### src/rtl/alu_operand_stage_if.sv
// Signal bundle for alu_operand_stage: instruction handshake, writeback port and ALU-side outputs.
// The stage uses the slave modport; the producer/ALU side uses master.
interface alu_operand_stage_if;
  logic        in_valid;
  logic        in_ready;
  logic [31:0] instr;
  logic        wb_en;
  logic [4:0]  wb_addr;
  logic [31:0] wb_data;
  logic        out_valid;
  logic        out_ready;
  logic [31:0] operandA;
  logic [31:0] operandB;
  logic [5:0]  opcode;
  logic [5:0]  funct;
  logic [4:0]  dest;
  logic        dest_wr;

  modport master (
    output in_valid, instr, wb_en, wb_addr, wb_data, out_ready,
    input  in_ready, out_valid, operandA, operandB, opcode, funct, dest, dest_wr
  );

  modport slave (
    input  in_valid, instr, wb_en, wb_addr, wb_data, out_ready,
    output in_ready, out_valid, operandA, operandB, opcode, funct, dest, dest_wr
  );
endinterface

### src/rtl/alu_operand_stage.sv
// Issue stage ahead of the ALU: decode, register file read, busy scoreboard, registered ALU operands.
// Optional feature macro: OPERAND_FORWARD_EN (writeback-to-source bypass in the issue cycle).
`ifndef RTYPE_OP
`define RTYPE_OP 6'b000000
`endif
`ifndef ADDI_OP
`define ADDI_OP 6'b001000
`endif
`ifndef XORI_OP
`define XORI_OP 6'b001110
`endif
`ifndef BEQ_OP
`define BEQ_OP 6'b000100
`endif
`ifndef BNE_OP
`define BNE_OP 6'b000101
`endif
`ifndef JR_FUNCT
`define JR_FUNCT 6'b001000
`endif

module alu_operand_stage (
  input  logic               clk,
  input  logic               reset,
  alu_operand_stage_if.slave bus
);
  logic [31:0] rf_reg [32];
  logic [31:0] busy_reg;
  logic [31:0] busy_next;

  logic [5:0]  op;
  logic [5:0]  fn;
  logic [4:0]  rs;
  logic [4:0]  rt;
  logic [4:0]  rd;
  logic [31:0] imm_sx;
  logic [31:0] imm_zx;
  logic        fwd_a;
  logic        fwd_b;
  logic [31:0] src_a;
  logic [31:0] src_b;
  logic        use_rt;
  logic        wr_dec;
  logic [4:0]  dest_dec;
  logic [31:0] b_dec;
  logic        hazard;
  logic        accept;

  assign op     = bus.instr[31:26];
  assign rs     = bus.instr[25:21];
  assign rt     = bus.instr[20:16];
  assign rd     = bus.instr[15:11];
  assign fn     = bus.instr[5:0];
  assign imm_sx = {{16{bus.instr[15]}}, bus.instr[15:0]};
  assign imm_zx = {16'h0000, bus.instr[15:0]};

`ifdef OPERAND_FORWARD_EN
  assign fwd_a = bus.wb_en && (bus.wb_addr == rs) && (rs != 5'd0);
  assign fwd_b = bus.wb_en && (bus.wb_addr == rt) && (rt != 5'd0);
`else
  assign fwd_a = 1'b0;
  assign fwd_b = 1'b0;
`endif

  assign src_a = (rs == 5'd0) ? 32'h0 : (fwd_a ? bus.wb_data : rf_reg[rs]);
  assign src_b = (rt == 5'd0) ? 32'h0 : (fwd_b ? bus.wb_data : rf_reg[rt]);

  always_comb begin
    use_rt   = 1'b0;
    b_dec    = imm_sx;
    dest_dec = rt;
    wr_dec   = 1'b0;
    case (op)
      `RTYPE_OP: begin
        use_rt   = 1'b1;
        b_dec    = src_b;
        dest_dec = rd;
        wr_dec   = (fn != `JR_FUNCT);
      end
      `ADDI_OP: wr_dec = 1'b1;
      `XORI_OP: begin
        b_dec  = imm_zx;
        wr_dec = 1'b1;
      end
      `BEQ_OP, `BNE_OP: begin
        use_rt   = 1'b1;
        b_dec    = src_b;
        dest_dec = 5'd0;
      end
      default: ;
    endcase
    if (dest_dec == 5'd0)
      wr_dec = 1'b0;
  end

  // A source being written back this cycle is only cleared early when it is bypassed.
  assign hazard = (busy_reg[rs] && !fwd_a)
               || (use_rt && busy_reg[rt] && !fwd_b)
               || (wr_dec && busy_reg[dest_dec]);

  assign bus.in_ready = (!bus.out_valid || bus.out_ready) && !hazard;
  assign accept       = bus.in_valid && bus.in_ready;

  // Per-register scoreboard update: a new claim beats a same-cycle writeback clear.
  assign busy_next[0] = 1'b0;
  generate
    for (genvar gi = 1; gi < 32; gi++) begin : g_busy
      assign busy_next[gi] = (accept && wr_dec && (dest_dec == 5'(gi))) ? 1'b1 :
                             (bus.wb_en && (bus.wb_addr == 5'(gi)))     ? 1'b0 :
                             busy_reg[gi];
    end
  endgenerate

  always_ff @(posedge clk or posedge reset) begin
    if (reset)
      busy_reg <= '0;
    else
      busy_reg <= busy_next;
  end

  always_ff @(posedge clk or posedge reset) begin
    if (reset) begin
      for (int i = 0; i < 32; i++)
        rf_reg[i] <= '0;
    end else if (bus.wb_en && (bus.wb_addr != 5'd0)) begin
      rf_reg[bus.wb_addr] <= bus.wb_data;
    end
  end

  always_ff @(posedge clk or posedge reset) begin
    if (reset) begin
      bus.out_valid <= 1'b0;
      bus.operandA  <= '0;
      bus.operandB  <= '0;
      bus.opcode    <= '0;
      bus.funct     <= '0;
      bus.dest      <= '0;
      bus.dest_wr   <= 1'b0;
    end else if (accept) begin
      bus.out_valid <= 1'b1;
      bus.operandA  <= src_a;
      bus.operandB  <= b_dec;
      bus.opcode    <= op;
      bus.funct     <= fn;
      bus.dest      <= dest_dec;
      bus.dest_wr   <= wr_dec;
    end else if (bus.out_valid && bus.out_ready) begin
      bus.out_valid <= 1'b0;
    end
  end
endmodule

### src/flat_wrapper.sv
// flat-port wrapper written by rule: the top's interface ports become plain ports
module alu_operand_stage_flat 
  (clk, reset, bus_in_valid, bus_instr, bus_wb_en, bus_wb_addr, bus_wb_data, bus_out_ready, bus_in_ready, bus_out_valid, bus_operandA, bus_operandB, bus_opcode, bus_funct, bus_dest, bus_dest_wr);
  alu_operand_stage_if bus_i ();
  input  logic clk;
  input  logic reset;
  input wire logic [$bits(bus_i.in_valid)-1:0] bus_in_valid;
  input wire logic [$bits(bus_i.instr)-1:0] bus_instr;
  input wire logic [$bits(bus_i.wb_en)-1:0] bus_wb_en;
  input wire logic [$bits(bus_i.wb_addr)-1:0] bus_wb_addr;
  input wire logic [$bits(bus_i.wb_data)-1:0] bus_wb_data;
  input wire logic [$bits(bus_i.out_ready)-1:0] bus_out_ready;
  output wire logic [$bits(bus_i.in_ready)-1:0] bus_in_ready;
  output wire logic [$bits(bus_i.out_valid)-1:0] bus_out_valid;
  output wire logic [$bits(bus_i.operandA)-1:0] bus_operandA;
  output wire logic [$bits(bus_i.operandB)-1:0] bus_operandB;
  output wire logic [$bits(bus_i.opcode)-1:0] bus_opcode;
  output wire logic [$bits(bus_i.funct)-1:0] bus_funct;
  output wire logic [$bits(bus_i.dest)-1:0] bus_dest;
  output wire logic [$bits(bus_i.dest_wr)-1:0] bus_dest_wr;
  assign bus_i.in_valid = bus_in_valid;
  assign bus_i.instr = bus_instr;
  assign bus_i.wb_en = bus_wb_en;
  assign bus_i.wb_addr = bus_wb_addr;
  assign bus_i.wb_data = bus_wb_data;
  assign bus_i.out_ready = bus_out_ready;
  assign bus_in_ready = bus_i.in_ready;
  assign bus_out_valid = bus_i.out_valid;
  assign bus_operandA = bus_i.operandA;
  assign bus_operandB = bus_i.operandB;
  assign bus_opcode = bus_i.opcode;
  assign bus_funct = bus_i.funct;
  assign bus_dest = bus_i.dest;
  assign bus_dest_wr = bus_i.dest_wr;
  alu_operand_stage u_core (.clk(clk), .reset(reset), .bus(bus_i));
endmodule
### config.mk
export PLATFORM = sky130hd
export DESIGN_NAME = alu_operand_stage_flat
export DESIGN_NICKNAME = d
export VERILOG_FILES = /design/src/rtl/alu_operand_stage_if.sv /design/src/rtl/alu_operand_stage.sv /design/src/flat_wrapper.sv
export SDC_FILE = /design/constraint.sdc
export NUM_CORES = 2
export LEC_CHECK = 0
export CAP_MARGIN = 20
export CORE_MARGIN = 8
export CORE_UTILIZATION = 40
export DETAILED_ROUTE_END_ITERATION = 16
export HOLD_SLACK_MARGIN = 0.02
export PLACE_DENSITY = 0.56
export SLEW_MARGIN = 20
export SYNTH_ARGS = -nofsm -noshare
export SYNTH_HDL_FRONTEND = slang
export SYNTH_SLANG_ARGS = --single-unit
### constraint.sdc
create_clock -name clk -period 36.8 [get_ports clk]
set_input_delay 5.52 -clock clk [delete_from_list [all_inputs] [get_ports clk]]
set_output_delay 5.52 -clock clk [all_outputs]
set_load 0.01 [all_outputs]
==> run summary <==
CTS Buffer Depth: 3
Synth async-reset ratio: 100%
post-synthesis cell area: 59400 um2
clock power share: 35.7%
Slew Limit Fails: 0
status: complete, no violations
CORE AREA: 148000 um2
Commonest cells post-synth: dfrtp_1, mux2_2, mux4_2
CP cell instances: clkdlybuf4s50_1 -> nor2b_1 -> nand2b_2 -> a22oi_1 -> a2111oi_0 -> a311oi_1 -> a211o_1 -> nor2_2 -> o21a_1 -> clkdlybuf4s50_1
dominant synthesized flop cell: dfrtp_1
dpl ws: 21.42 ns
# setup viols final: 0
Worst Hold Class: register to register
synth top area cells: dfrtp_1, mux4_2, mux2_2, clkbuf_1, mux2_1
routed via count: 35700
unrepaired setup endpoints after global routing: no
worst setup margin: 21.33 ns
TritonCTS clock tree: done
Post-Syn Instances: 3682
max_slew headroom: 22.9%
Worst Path Buf+Inv: 2
yosys warns: 0
global-route wire length before repair: 276 mm
worst vdd ir: 0.0517 mV
crit path max fanout: 29
Worst-Margin Slew: 1.16 ns
cts-stage hold buffer count: 0
DP HPWL: 103 mm
pwr dens: 56.8 nW/um2
initial antenna violation count: 12
max incr delay on CP: 0.83 ns
Post-CTS Setup Repair Bufs: 0
Die ar.: 161000 um2
startpoint types: input port
CP Data Arrival Time: 9.95 ns
hold depth: 0
largest net degree at the start of global routing: 124
met3 routed wirelength: 11.1 mm
max reg flops: 1024
most used cell, CP: clkdlybuf4s50_1
worst skew pair latency: 0.78 ns
Pre-Repair DR Iteration Count: 8
setup_tns: 0 ns
final WL: 187 mm
Mean Syn Cell Area: 16.1 um2
input/output buffers: 157
global route overflow: 0
highest routed layer: met5
sequential fraction of the synthesis area: 47.9%
slowest CP cell: nand2b_2
Die Width: 401 um
fmax: 64.6 MHz
Final Hold Slack: 0.392 ns
ANT nets after route: 0
Clk pin slew, worst setup/hold paths: 0.05 ns
Comb power frac: 20.6%
cell taking the most area after synthesis: dfrtp_1
layout overhead on the synthesized area: 12.8%
vias in the first global route: 37200
Metal-1 WL: 82.9 mm
Sink Count: 1138
WL/cell: 33.0 um
CP top delay family: compound AO/OA/AOI/OAI gates
Net Sw Power: 1.01 mW
count leader, synth: dfrtp_1
Critical Path RT: 31.28 ns
number of synthesized flops with an enable pin: 0
Final period util: 42.0%
CP endpoint kind: output pin
Vias/cell: 6.31
minimum clock period: 15.47 ns
syn_nets: 3756
layout cells sized above 1: 53.5%
# fillers: 12800
Worst path depth: 10
max cap viols: 0
Flop pwr share: 43.7%
Placer Congestion: 0.893
die height: 401 um
post-CTS sizing: 0
Synth top area share: 47.9%
Final Hold Fails: 0
WL met2: 87.4 mm
depth of the CTS H-tree: 4
sw frac: 26.5%
Site Rows: 141
Yosys cell types: 60
final core utilization: 45.4%
DRC: 0
IO Count: 158
Lkg Pwr: 28.4 nW
Cells after DPL: 5413
critical path class: input port to output pin
Synth Register Bits: 1138
Starting Density: 40.3%
r2r worst-path depth: 9
Post-Layout Cell Count: 5660
total track usage: 23.1%
P_int: 2.80 mW
clock root buffer: clkbuf_16
fin nets: 3696
DR iter-0 viols: 3031
CTS Buf Count: 135
skew final: 0.0319 ns
-- area by class of cell --
class,count,area [um2],area share [%]
clock buffers,215,4140,6.17
multi-input cells,2112,29500,44.0
diodes,2,5.00,0.00747
inverters,8,33.8,0.0504
well taps,1930,2410,3.60
flip-flops and latches,1138,28500,42.5
repair buffers,227,2110,3.15
clock inverters,28,342,0.510
-- worst register-to-register path, cell delays in order (launching register included) --
cell and delay [ns]:
dfrtp_1 0.47, mux4_2 0.48, mux4_2 0.47, mux2i_1 0.24
o211a_1 0.19, and2_1 0.32, o21ai_4 0.17, buf_4 0.29
buf_4 0.43, mux2_1 0.58
-- metal layers --
layer | track usage (%) | vias up
met5 | 0 | -
met4 | 6.88 | 6
met3 | 4.57 | 311
met2 | 36.0 | 1189
met1 | 32.9 | 19900
li1 | - | 14300
-- through the flow --
stage,area [um2],power (mW)
floorplan,59400,2.22
global placement,62600,2.45
detailed placement,62600,2.47
CTS,67100,3.85
global route,67000,3.98
finish,67000,3.81
-- logic make-up after synthesis --
logic type	after synthesis	synth area share, %
AND/OR/NAND/NOR	228	1.88
buffers and inverters	432	2.83
multiplexers	1766	45.8
AO/OA/AOI/OAI	118	1.54
flip-flops	1138	47.9
-- worst paths after layout --
check / end / slack (ns) / startpoint
min: u_core.rf_reg[996]$_DFFE_PP0P_ / 0.39 / u_core.rf_reg[996]$_DFFE_PP0P_
max: bus_in_ready / 21.33 / bus_instr[26]
min reg2reg: u_core.rf_reg[996]$_DFFE_PP0P_ / 0.39 / u_core.rf_reg[996]$_DFFE_PP0P_
max reg2reg: u_core.bus.operandA[14]$_DFFE_PP0P_ / 33.01 / u_core.busy_reg[26]$_DFFE_PP0P_
min in group asynchronous: u_core.bus.operandA[3]$_DFFE_PP0P_ / 5.15 / reset
max in group asynchronous: u_core.rf_reg[342]$_DFFE_PP0P_ / 26.78 / reset
-- layout by cell type, fill, tap and decap left out, types with 4 or more instances in the layout --
master / instances
clkbuf_1: 43
and3_1: 22
nand3_1: 19
o21ai_0: 25
a221o_1: 16
a21oi_1: 9
a211oi_1: 4
bufinv_16: 6
clkdlybuf4s50_1: 133
mux2_1: 76
a22o_1: 5
buf_12: 4
mux2_2: 994
nor3_2: 4
inv_6: 5
nand2b_1: 4
a32o_1: 10
nand2_4: 10
dfrtp_1: 1138
nand2_1: 59
buf_6: 4
buf_2: 14
inv_1: 7
a21boi_0: 4
mux2i_1: 38
buf_8: 6
clkinv_2: 14
nor2_4: 11
clkbuf_8: 29
nor3_1: 8
a32oi_1: 16
buf_4: 66
mux4_2: 658
nor2_1: 50
clkbuf_16: 143
and2_1: 4
nor2b_1: 6
-- power groups by stage --
stage               combinational, mW  sequential, mW  clock, mW
finish                          0.786            1.66       1.36
global route                    0.841            1.70       1.44
CTS                             0.797            1.66       1.39
detailed placement              0.795            1.68          0
global placement                0.784            1.67          0
floorplan                       0.570            1.65          0
(Power assumes the default switching activity.)
